### src/rtl/small_calc_ctrl_if.sv
// ============================================================================
// Module : small_calc_ctrl_if
// Brief  : Command and datapath-control bundle for the small-calculator controller.
// Rev    : 1.0  initial release
// ============================================================================
`default_nettype none

interface small_calc_ctrl_if;
  logic       go;
  logic       clr;
  logic [1:0] op;
  logic       acc;
  logic [1:0] s1;
  logic [1:0] wa;
  logic       we;
  logic [1:0] raa;
  logic [1:0] rab;
  logic       rea;
  logic       reb;
  logic [1:0] c;
  logic       s2;
  logic       busy;
  logic       done;

  modport master (
    output go, clr, op, acc,
    input  s1, wa, we, raa, rab, rea, reb, c, s2, busy, done
  );

  modport slave (
    input  go, clr, op, acc,
    output s1, wa, we, raa, rab, rea, reb, c, s2, busy, done
  );
endinterface

`default_nettype wire

### src/rtl/small_calc_ctrl.sv
// ============================================================================
// Module : small_calc_ctrl
// Brief  : Moore sequencer for the small-calculator datapath (load/exec/show).
// Rev    : 1.0  initial release
// ============================================================================
`default_nettype none

module small_calc_ctrl #(
  parameter logic [1:0] RA = 2'd0,
  parameter logic [1:0] RB = 2'd1,
  parameter logic [1:0] RR = 2'd2
) (
  input  wire logic        clk,
  input  wire logic        rst_n,
  small_calc_ctrl_if.slave cif
);

  typedef enum logic [3:0] {
    S_IDLE   = 4'd0,
    S_CLR0   = 4'd1,
    S_CLR1   = 4'd2,
    S_CLR2   = 4'd3,
    S_LOAD_A = 4'd4,
    S_LOAD_B = 4'd5,
    S_EXEC   = 4'd6,
    S_DONE   = 4'd7,
    S_SHOW   = 4'd8
  } state_t;

  state_t     r_state;
  state_t     w_next;
  logic [1:0] r_op;
  logic       r_acc;
  logic       r_res_valid;

  logic       w_rest;
  logic       w_take_clr;
  logic       w_take_go;
  logic       w_acc_go;

  // Commands are only honoured while resting; clr has priority over go.
  assign w_rest     = (r_state == S_IDLE) || (r_state == S_SHOW);
  assign w_take_clr = w_rest && cif.clr;
  assign w_take_go  = w_rest && !cif.clr && cif.go;
  assign w_acc_go   = w_take_go && cif.acc && r_res_valid;

  always_ff @(posedge clk or negedge rst_n) begin
    if (!rst_n) begin
      r_state     <= S_IDLE;
      r_op        <= 2'b00;
      r_acc       <= 1'b0;
      r_res_valid <= 1'b0;
    end else begin
      r_state <= w_next;
      if (w_take_go) begin
        r_op  <= cif.op;
        r_acc <= w_acc_go;
      end
      if (w_take_clr) begin
        r_res_valid <= 1'b0;
      end else if (r_state == S_EXEC) begin
        r_res_valid <= 1'b1;
      end
    end
  end

  always_comb begin
    w_next = r_state;
    unique case (r_state)
      S_IDLE, S_SHOW: begin
        if (w_take_clr)    w_next = S_CLR0;
        else if (w_acc_go) w_next = S_LOAD_B;
        else if (w_take_go) w_next = S_LOAD_A;
      end
      S_CLR0:   w_next = S_CLR1;
      S_CLR1:   w_next = S_CLR2;
      S_CLR2:   w_next = S_IDLE;
      S_LOAD_A: w_next = S_LOAD_B;
      S_LOAD_B: w_next = S_EXEC;
      S_EXEC:   w_next = S_DONE;
      S_DONE:   w_next = S_SHOW;
      default:  w_next = S_IDLE;
    endcase
  end

  logic [1:0] w_s1;
  logic [1:0] w_wa;
  logic       w_we;
  logic [1:0] w_raa;
  logic [1:0] w_rab;
  logic       w_rea;
  logic       w_reb;
  logic [1:0] w_c;
  logic       w_s2;
  logic       w_busy;
  logic       w_done;

  always_comb begin
    w_s1   = 2'b00;
    w_wa   = 2'b00;
    w_we   = 1'b0;
    w_raa  = 2'b00;
    w_rab  = 2'b00;
    w_rea  = 1'b0;
    w_reb  = 1'b0;
    w_c    = 2'b00;
    w_s2   = 1'b1;
    w_busy = 1'b0;
    w_done = 1'b0;
    unique case (r_state)
      S_CLR0, S_CLR1, S_CLR2: begin
        w_we   = 1'b1;
        w_s1   = 2'b10;
        w_busy = 1'b1;
        w_wa   = (r_state == S_CLR0) ? RA : ((r_state == S_CLR1) ? RB : RR);
      end
      S_LOAD_A: begin
        w_we   = 1'b1;
        w_s1   = 2'b00;
        w_wa   = RA;
        w_busy = 1'b1;
      end
      S_LOAD_B: begin
        w_we   = 1'b1;
        w_s1   = 2'b01;
        w_wa   = RB;
        w_busy = 1'b1;
      end
      S_EXEC: begin
        w_rea  = 1'b1;
        w_reb  = 1'b1;
        w_raa  = r_acc ? RR : RA;
        w_rab  = RB;
        w_c    = r_op;
        w_s1   = 2'b11;
        w_we   = 1'b1;
        w_wa   = RR;
        w_busy = 1'b1;
      end
      // Result is shown as R[RR] + 0: port B disabled reads zero.
      S_DONE, S_SHOW: begin
        w_rea  = 1'b1;
        w_raa  = RR;
        w_s2   = 1'b0;
        w_done = (r_state == S_DONE);
      end
      default: ;
    endcase
  end

  assign cif.s1   = w_s1;
  assign cif.wa   = w_wa;
  assign cif.we   = w_we;
  assign cif.raa  = w_raa;
  assign cif.rab  = w_rab;
  assign cif.rea  = w_rea;
  assign cif.reb  = w_reb;
  assign cif.c    = w_c;
  assign cif.s2   = w_s2;
  assign cif.busy = w_busy;
  assign cif.done = w_done;

endmodule

`default_nettype wire

### src/flat_wrapper.sv
// flat-port wrapper written by rule: the top's interface ports become plain ports
module small_calc_ctrl_flat 
#(
  parameter logic [1:0] RA = 2'd0,
  parameter logic [1:0] RB = 2'd1,
  parameter logic [1:0] RR = 2'd2
)
  (clk, rst_n, cif_go, cif_clr, cif_op, cif_acc, cif_s1, cif_wa, cif_we, cif_raa, cif_rab, cif_rea, cif_reb, cif_c, cif_s2, cif_busy, cif_done);
  small_calc_ctrl_if cif_i ();
  input  wire logic clk;
  input  wire logic rst_n;
  input wire logic [$bits(cif_i.go)-1:0] cif_go;
  input wire logic [$bits(cif_i.clr)-1:0] cif_clr;
  input wire logic [$bits(cif_i.op)-1:0] cif_op;
  input wire logic [$bits(cif_i.acc)-1:0] cif_acc;
  output wire logic [$bits(cif_i.s1)-1:0] cif_s1;
  output wire logic [$bits(cif_i.wa)-1:0] cif_wa;
  output wire logic [$bits(cif_i.we)-1:0] cif_we;
  output wire logic [$bits(cif_i.raa)-1:0] cif_raa;
  output wire logic [$bits(cif_i.rab)-1:0] cif_rab;
  output wire logic [$bits(cif_i.rea)-1:0] cif_rea;
  output wire logic [$bits(cif_i.reb)-1:0] cif_reb;
  output wire logic [$bits(cif_i.c)-1:0] cif_c;
  output wire logic [$bits(cif_i.s2)-1:0] cif_s2;
  output wire logic [$bits(cif_i.busy)-1:0] cif_busy;
  output wire logic [$bits(cif_i.done)-1:0] cif_done;
  assign cif_i.go = cif_go;
  assign cif_i.clr = cif_clr;
  assign cif_i.op = cif_op;
  assign cif_i.acc = cif_acc;
  assign cif_s1 = cif_i.s1;
  assign cif_wa = cif_i.wa;
  assign cif_we = cif_i.we;
  assign cif_raa = cif_i.raa;
  assign cif_rab = cif_i.rab;
  assign cif_rea = cif_i.rea;
  assign cif_reb = cif_i.reb;
  assign cif_c = cif_i.c;
  assign cif_s2 = cif_i.s2;
  assign cif_busy = cif_i.busy;
  assign cif_done = cif_i.done;
  small_calc_ctrl #(.RA(RA), .RB(RB), .RR(RR)) u_core (.clk(clk), .rst_n(rst_n), .cif(cif_i));
endmodule
### config.mk
export PLATFORM = sky130hd
export DESIGN_NAME = small_calc_ctrl_flat
export DESIGN_NICKNAME = d
export VERILOG_FILES = /design/src/rtl/small_calc_ctrl_if.sv /design/src/rtl/small_calc_ctrl.sv /design/src/flat_wrapper.sv
export SDC_FILE = /design/constraint.sdc
export NUM_CORES = 1
export LEC_CHECK = 0
export CAP_MARGIN = 20
export CORE_MARGIN = 2
export CORE_UTILIZATION = 40
export CTS_BUF_LIST = sky130_fd_sc_hd__clkbuf_4 sky130_fd_sc_hd__clkbuf_8 sky130_fd_sc_hd__clkbuf_16
export DETAILED_ROUTE_END_ITERATION = 7
export GPL_TIMING_DRIVEN = 0
export PLACE_DENSITY = 0.76
export SETUP_SLACK_MARGIN = 0.5
export SLEW_MARGIN = 25
export SYNTH_ARGS = -nofsm -noshare
export SYNTH_HDL_FRONTEND = slang
export SYNTH_SLANG_ARGS = --single-unit
export TNS_END_PERCENT = 50
### constraint.sdc
create_clock -name clk -period 1.5 [get_ports clk]
set_input_delay 0.3 -clock clk [delete_from_list [all_inputs] [get_ports clk]]
set_output_delay 0.3 -clock clk [all_outputs]
set_load 0.03 [all_outputs]
==> run_results.csv, run 1 <==
group,metric,value,unit
power,p_leak,0.504,nW
worst_setup_path,endpoint_kind,"output port",
placed_design,io_buffers,20,
sta,fin_crit,1.71,ns
clock_tree,cts-root-buf,"clkbuf_4",
run_status,violations,"negative setup slack",
sta,layout_setup_ws,-0.209,ns
grt,grt_pass1_wl,1920,um
detailed_routing,avgViaCountPerCell,4.76,
power,internal_power,1.49,mW
sta,period_share,1.14,
worst_setup_path,slowest_stage,"dfrtp_1",
worst_setup_path,worst_r2r_endpoint,"u_core.r_op[0]$_DFFE_PN0P_",
detailed_routing,wire_per_inst,11.5,um
synthesis,ys_ff_latch,8,
clock_tree,clkTransAtPathRegs,0.05,ns
sta,rsz0062_at_grt,"yes",
grt,grt_pass1_vias,425,
sta,hold_viol_final,0,
power,clock_power_share,0.061,
grt,grt_antenna_before_repair,0,
detailed_routing,vias,528,
clock_tree,ctsLongestPathBuffers,2,
worst_setup_path,slowest_delay,0.39,ns
detailed_routing,drc,0,
layout,final_util,0.796,
sta,skew,0.00297,ns
detailed_routing,firstDrtPassIters,3,
floorplan,pin_count,23,
run_status,status,"finished, violations left",
floorplan,core_region_area,0.00128,mm^2
synthesis,syn_area,542,um^2
power,seq_power_share,0.145,
worst_setup_path,timing.rr.start,"u_core.r_state[2]$_DFFE_PN0P_",
sta,drv_slew,0,
clock_tree,numCtsBuffers,3,
clock_tree,clock-sinks,8,
power,switchingPower,1.19,mW
floorplan,fp.dieArea,0.00166,mm^2
power,power.density,2620,mW/mm^2
synthesis,yosys_warnings,0,
power,worst_ir_drop_vdd,1.90,mV
grt,grt_max_degree,11,
synthesis,synth_ff_type,"dfrtp_1",
layout,diodes,0,
flow_run,cap_violations,0,
clock_tree,cts_tree,"done",
clock_tree,cts-htree-levels,1,
power,p_comb_frac,0.794,
worst_setup_path,startpoint_type,"flip-flop",
grt,grtUsageTotal,0.177,
synthesis,synth-edff-count,0,
worst_setup_path,required,1.20,ns
worst_setup_path,arrival,1.41,ns
detailed_routing,wirelength,1280,um
detailed_routing,drtIter0Drc,7,
layout,area_growth,88.9,%
worst_hold_path,worstHoldPathType,"in2async",
layout,nets,105,
floorplan,die_w,40.8,um
synthesis,ys_types,30,
floorplan,num_rows,13,
worst_setup_path,timing_worst_setup_path_type,"reg2out",
synthesis,synth_async_sr_flop_share,1.00,
worst_setup_path,rrSetupSlack,0.03,ns
layout,layout-drive-gt1-share,0.646,
synthesis,synth-seq-area-share,0.370,
floorplan,initial_core_util,0.422,
worst_setup_path,crit_chain,"buf_6 -> and4bb_4 -> and2_4 -> buf_6",
worst_setup_path,cpMostUsedCell,"buf_6",
floorplan,die_y,40.8,um
worst_setup_path,cp_max_fo,6,
worst_setup_path,r2r_cells,5,
placed_design,dp_hpwl,791,um
synthesis,netlist_instances,56,
clock_tree,clk_latency,0.25,ns
placed_design,gp_congestion,0.748,
clock_tree,ctsHoldBuffers,0,
sta,holdWs,0.320,ns
grt,globalRouteOverflowTotal,0,
power,switching_share,0.445,
detailed_routing,detail-route-antenna-nets,0,
sta,timing.fmax,585,MHz
synthesis,syn_area_per_cell,9.67,um^2
sta,setup_viol,13,
-- layout by cell type (no fill, tap or decap) --
master	n
a211oi_4	1
a21boi_0	1
a21oi_4	1
a22o_1	1
a31o_2	1
and2_4	3
and4b_2	1
and4bb_4	1
buf_4	21
buf_6	17
clkbuf_4	3
clkdlybuf4s50_1	6
conb_1	2
dfrtp_1	8
inv_1	1
mux2_4	2
mux2i_1	1
mux2i_2	1
nand2_1	2
nand2_2	1
nand2_4	2
nand2b_4	2
nor2_1	4
nor2_2	2
nor2b_1	1
nor3_2	1
nor3_4	1
nor3b_4	1
o21ai_0	1
o21bai_1	1
o22ai_1	2
o31ai_1	1
xnor2_1	2
-- Yosys cell counts, types with 2 or more instances --
cell | instances | area (um^2)
mux2_4 | 2 | 30.0
mux2i_1 | 2 | 20.0
nor2_1 | 6 | 22.5
o22ai_1 | 2 | 12.5
and2_1 | 2 | 12.5
xnor2_1 | 2 | 17.5
dfrtp_1 | 8 | 200
buf_2 | 3 | 15.0
nand2_1 | 4 | 15.0
nand2b_1 | 2 | 12.5
buf_4 | 4 | 30.0
-- worst max path at each step --
stage                       to  depth (start not counted)                     startpoint
CTS                   cif_c[0]                          4  u_core.r_state[0]$_DFFE_PN0P_
global route          cif_c[1]                          4  u_core.r_state[1]$_DFFE_PN0P_
finish                cif_c[0]                          4  u_core.r_state[3]$_DFFE_PN0P_
detailed placement  cif_raa[1]                          5  u_core.r_state[3]$_DFFE_PN0P_
global placement    cif_raa[1]                          5  u_core.r_state[3]$_DFFE_PN0P_
floorplan               cif_we                          4  u_core.r_state[2]$_DFFE_PN0P_
-- state kept, by name, summed over array words and instances (netlist names) --
name	count
u_core.r_op	2
u_core.r_state	4
u_core.r_res_valid	1
u_core.r_acc	1
-- power groups by stage --
| stage | Clock, mW | Sequential (mW) | Combinational, mW |
|---|---|---|---|
| after floorplan | 0 | 0.370 | 1.26 |
| after global placement | 0 | 0.378 | 1.73 |
| after detailed placement | 0 | 0.384 | 1.74 |
| after CTS | 0.169 | 0.388 | 2.02 |
| after global routing | 0.177 | 0.405 | 2.25 |
| final | 0.162 | 0.389 | 2.13 |
-- cell type report --
class | count | area, um^2
multi-input cells | 40 | 369
inverters | 1 | 3.75
plain buffers | 8 | 82.6
well taps | 15 | 18.8
flip-flops and latches | 8 | 200
clock buffers | 3 | 22.5
repair buffers | 36 | 327
fillers | 92 | 262
-- per-stage QoR --
| stage | setup slack, ns | TNS (ns) | total power [mW] | area, um^2 | std cells |
|---|---|---|---|---|---|
| after floorplan | -0.0579 | -0.181 | 1.63 | 624 | 57 |
| after detailed placement | -0.591 | -6.39 | 2.13 | 843 | 92 |
| after CTS | -0.237 | -2.29 | 2.58 | 976 | 106 |
| after global routing | -0.259 | -2.84 | 2.83 | 1020 | 111 |
| final | -0.209 | -2.14 | 2.68 | 1020 | 111 |
| after global placement | -0.580 | -6.23 | 2.11 | 843 | 92 |
-- kinds of logic after synthesis --
kind of cell | Yosys count | synth area share
xor+xnor | 2 | 0.0323
other cells | 1 | 0.00692
buf+inv | 9 | 0.111
mux | 4 | 0.0924
simple gates | 22 | 0.259
flops | 8 | 0.370
compound gates | 10 | 0.129
-- critical path: cells and delay by family (launching register included) --
| family | cells | cell delay, ns |
|---|---|---|
| buffers and inverters | 2 | 0.25 |
| DFF | 1 | 0.39 |
| and+or+nand+nor | 2 | 0.52 |
-- routing by layer --
metal / vias to the layer above / routed length, um / global-route usage
li1: 267 / - / -
met1: 250 / 642 / 0.250
met2: 11 / 588 / 0.273
met3: 0 / 47 / 0.0652
met4: 0 / 0 / 0
met5: - / 0 / 0
-- timing repair --
| item | 4_1_cts | 5_1_grt |
|---|---|---|
| endpoints found under the setup margin | 22 | 22 |
| cloned | 0 | 0 |
| pin swaps | 5 | 6 |
| resized for setup | 101 | 3 |
| setup buffers | 11 | 5 |
| endpoints found under the hold margin | 0 | 0 |
(Power assumes the default switching activity.)
==> run 2, diff against run 1 <==
--- a/config.mk
+++ b/config.mk
@@ -12,6 +12,7 @@
 export DETAILED_ROUTE_END_ITERATION = 7
 export GPL_TIMING_DRIVEN = 0
 export PLACE_DENSITY = 0.76
+export REMOVE_ABC_BUFFERS = 1
 export SETUP_SLACK_MARGIN = 0.5
 export SLEW_MARGIN = 25
 export SYNTH_ARGS = -nofsm -noshare
==> run 2 against run 1 <==
Compared with the run above:
- the run still ends with negative setup slack left
- cell count decreased by 7.2%
- sequential power increased by 23%
- total power decreased by 8.5%
- worst hold slack improved by 0.013 ns
- register-to-register slack about the same
- clock power increased by 4%
- flip-flop and latch count unchanged
- first-iteration DRC count decreased by 57%
- combinational power decreased by 15%
- clock skew increased by 0.00093 ns
- critical endpoint is now cif_we
- largest cell class is now multi-input combinational cells
- highest routed layer is now met4
==> run_results.csv, run 2 (synthesis gave the netlist of run 1 again) <==
group,metric,value,unit
worst_setup_path,cp_top_family,"flip-flops",
power,p_leak,0.450,nW
clock_tree,clk_latency,0.25,ns
floorplan,fp.dieArea,0.00166,mm^2
grt,met3_usage,0.0435,
layout,reg_top3,"u_core.r_state: 4 flops, u_core.r_op: 2 flops",
layout,layout-drive-gt1-share,0.625,
layout,multi_input_area,334,um^2
worst_hold_path,worstHoldPathType,"in2async",
sta,rsz0062_at_grt,"yes",
clock_tree,numCtsBuffers,3,
layout,layout_commonest_cell,"buf_4",
floorplan,initial_core_util,0.422,
detailed_routing,drc,0,
floorplan,pin_count,23,
layout,largest_reg_flops,4,
worst_setup_path,timing_worst_setup_path_type,"reg2out",
layout,layout_common_cells,"buf_4 (20), buf_6 (10), clkdlybuf4s50_1 (5)",
clock_tree,cts_tree,"done",
flow_run,cap_violations,0,
power,worst_ir_drop_vdd,1.70,mV
worst_setup_path,cp_max_fo,8,
worst_setup_path,required,1.20,ns
layout,ff_latch_area,205,um^2
detailed_routing,wirelength,1480,um
sta,setup_viol,13,
sta,layout_setup_ws,-0.174,ns
grt,met1_usage,0.313,
grt,met2_usage,0.313,
layout,top_register,"u_core.r_state",
sta,skew,0.00390,ns
run_status,status,"finished, violations left",
worst_setup_path,slowest_stage,"dfrtp_2",
sta,hold_viol_final,0,
detailed_routing,avgViaCountPerCell,5.08,
grt,top_usage_layer,"met1",
clock_tree,cts-htree-levels,1,
clock_tree,clkTransAtPathRegs,0.06,ns
sta,timing.fmax,597,MHz
floorplan,num_rows,13,
worst_setup_path,arrival,1.37,ns
layout,final_area,906,um^2
clock_tree,cts-root-buf,"clkbuf_4",
layout,area_growth,67.2,%
power,power.density,2710,mW/mm^2
detailed_routing,wire_per_inst,14.4,um
layout,final_util,0.705,
detailed_routing,vias,523,
sta,holdWs,0.333,ns
placed_design,gp_congestion,0.737,
floorplan,die_w,40.8,um
placed_design,placed_area,708,um^2
grt,globalRouteOverflowTotal,0,
clock_tree,ctsLongestPathBuffers,2,
run_status,violations,"negative setup slack",
detailed_routing,drtIter0Drc,3,
placed_design,dp_hpwl,792,um
worst_setup_path,slowest_delay,0.48,ns
sta,fin_setup_tns,-1.60,ns
worst_setup_path,endpoint_kind,"output port",
worst_setup_path,crit_chain,"and2_4 -> a211oi_2 -> buf_4",
placed_design,dp.cells,84,
grt,grtUsageTotal,0.222,
grt,grt_max_degree,9,
grt,grt_pass1_vias,486,
sta,fin_crit,1.67,ns
placed_design,io_buffers,20,
layout,diodes,0,
grt,grt_pass1_wl,2360,um
power,fin_total_pwr,2.45,mW
worst_setup_path,startpoint_type,"flip-flop",
sta,drv_slew,0,
placed_design,dp_slack,-0.597,ns
sta,period_share,1.12,
floorplan,die_y,40.8,um
layout,nFillCells,96,
detailed_routing,detail-route-antenna-nets,0,
layout,fin_cells,103,
layout,nets,97,
detailed_routing,firstDrtPassIters,4,
clock_tree,clock-sinks,8,
grt,grt_antenna_before_repair,0,
worst_setup_path,cp_num_buf_inv,1,
floorplan,core_region_area,0.00128,mm^2
-- run 2: cell types whose count changed in the layout (fill, tap and decap cells not counted), moves of 2 or more --
cell      delta
dfrtp_2      +4
nand2b_1     +2
dfrtp_1      -4
buf_6        -7
nand2_1      +2
nand2b_4     -2
-- run 2: where the power goes --
group | switching, mW | leakage, nW | internal (mW)
sequential | 0.149 | 0.0911 | 0.328
combinational | 0.928 | 0.345 | 0.878
clock | 0.0761 | 0.0138 | 0.0918
-- run 2: worst reg2reg max path: stages (launching register included) --
cell and delay, ns:
dfrtp_2 0.45, buf_6 0.15, nor3_4 0.16, buf_6 0.13
buf_6 0.09, nand2_4 0.06, mux2_4 0.30
-- run 2: cell type report --
type	instances	share of cell area
inverters	1	0.00414
well taps	15	0.0207
repair buffers	36	0.355
multi-input cells	40	0.369
flip-flops and latches	8	0.227
clock buffers	3	0.0249
-- run 2: path summary, 6_finish.rpt --
| kind | cells after the start | endpoint | slack [ns] | from |
|---|---|---|---|---|
| setup / recovery | 3 | cif_we | -0.17 | u_core.r_state[2]$_DFFE_PN0P_ |
| hold reg to reg | 1 | u_core.r_res_valid$_DFFE_PN0P_ | 0.52 | u_core.r_res_valid$_DFFE_PN0P_ |
| setup reg to reg | 6 | u_core.r_op[0]$_DFFE_PN0P_ | 0.04 | u_core.r_state[0]$_DFFE_PN0P_ |
| max in group asynchronous | 1 | u_core.r_state[3]$_DFFE_PN0P_ | 0.86 | rst_n |
| hold / removal | 1 | u_core.r_op[1]$_DFFE_PN0P_ | 0.33 | rst_n |
| min in group clk | 1 | u_core.r_res_valid$_DFFE_PN0P_ | 0.52 | u_core.r_res_valid$_DFFE_PN0P_ |
-- run 2: repair_timing --
action                                  CTS  global route
resized for setup                       106            13
hold buffers                              0             0
pin swaps                                 7             6
hold endpoints to repair                  0             0
setup buffers                            15             1
endpoints found under the setup margin   21            21
-- run 2: layer usage --
metal | part of all wire | up-vias
met5 | 0 | -
met4 | 0.029 | 0
met3 | 0.040 | 8
met2 | 0.47 | 18
met1 | 0.46 | 246
li1 | - | 251
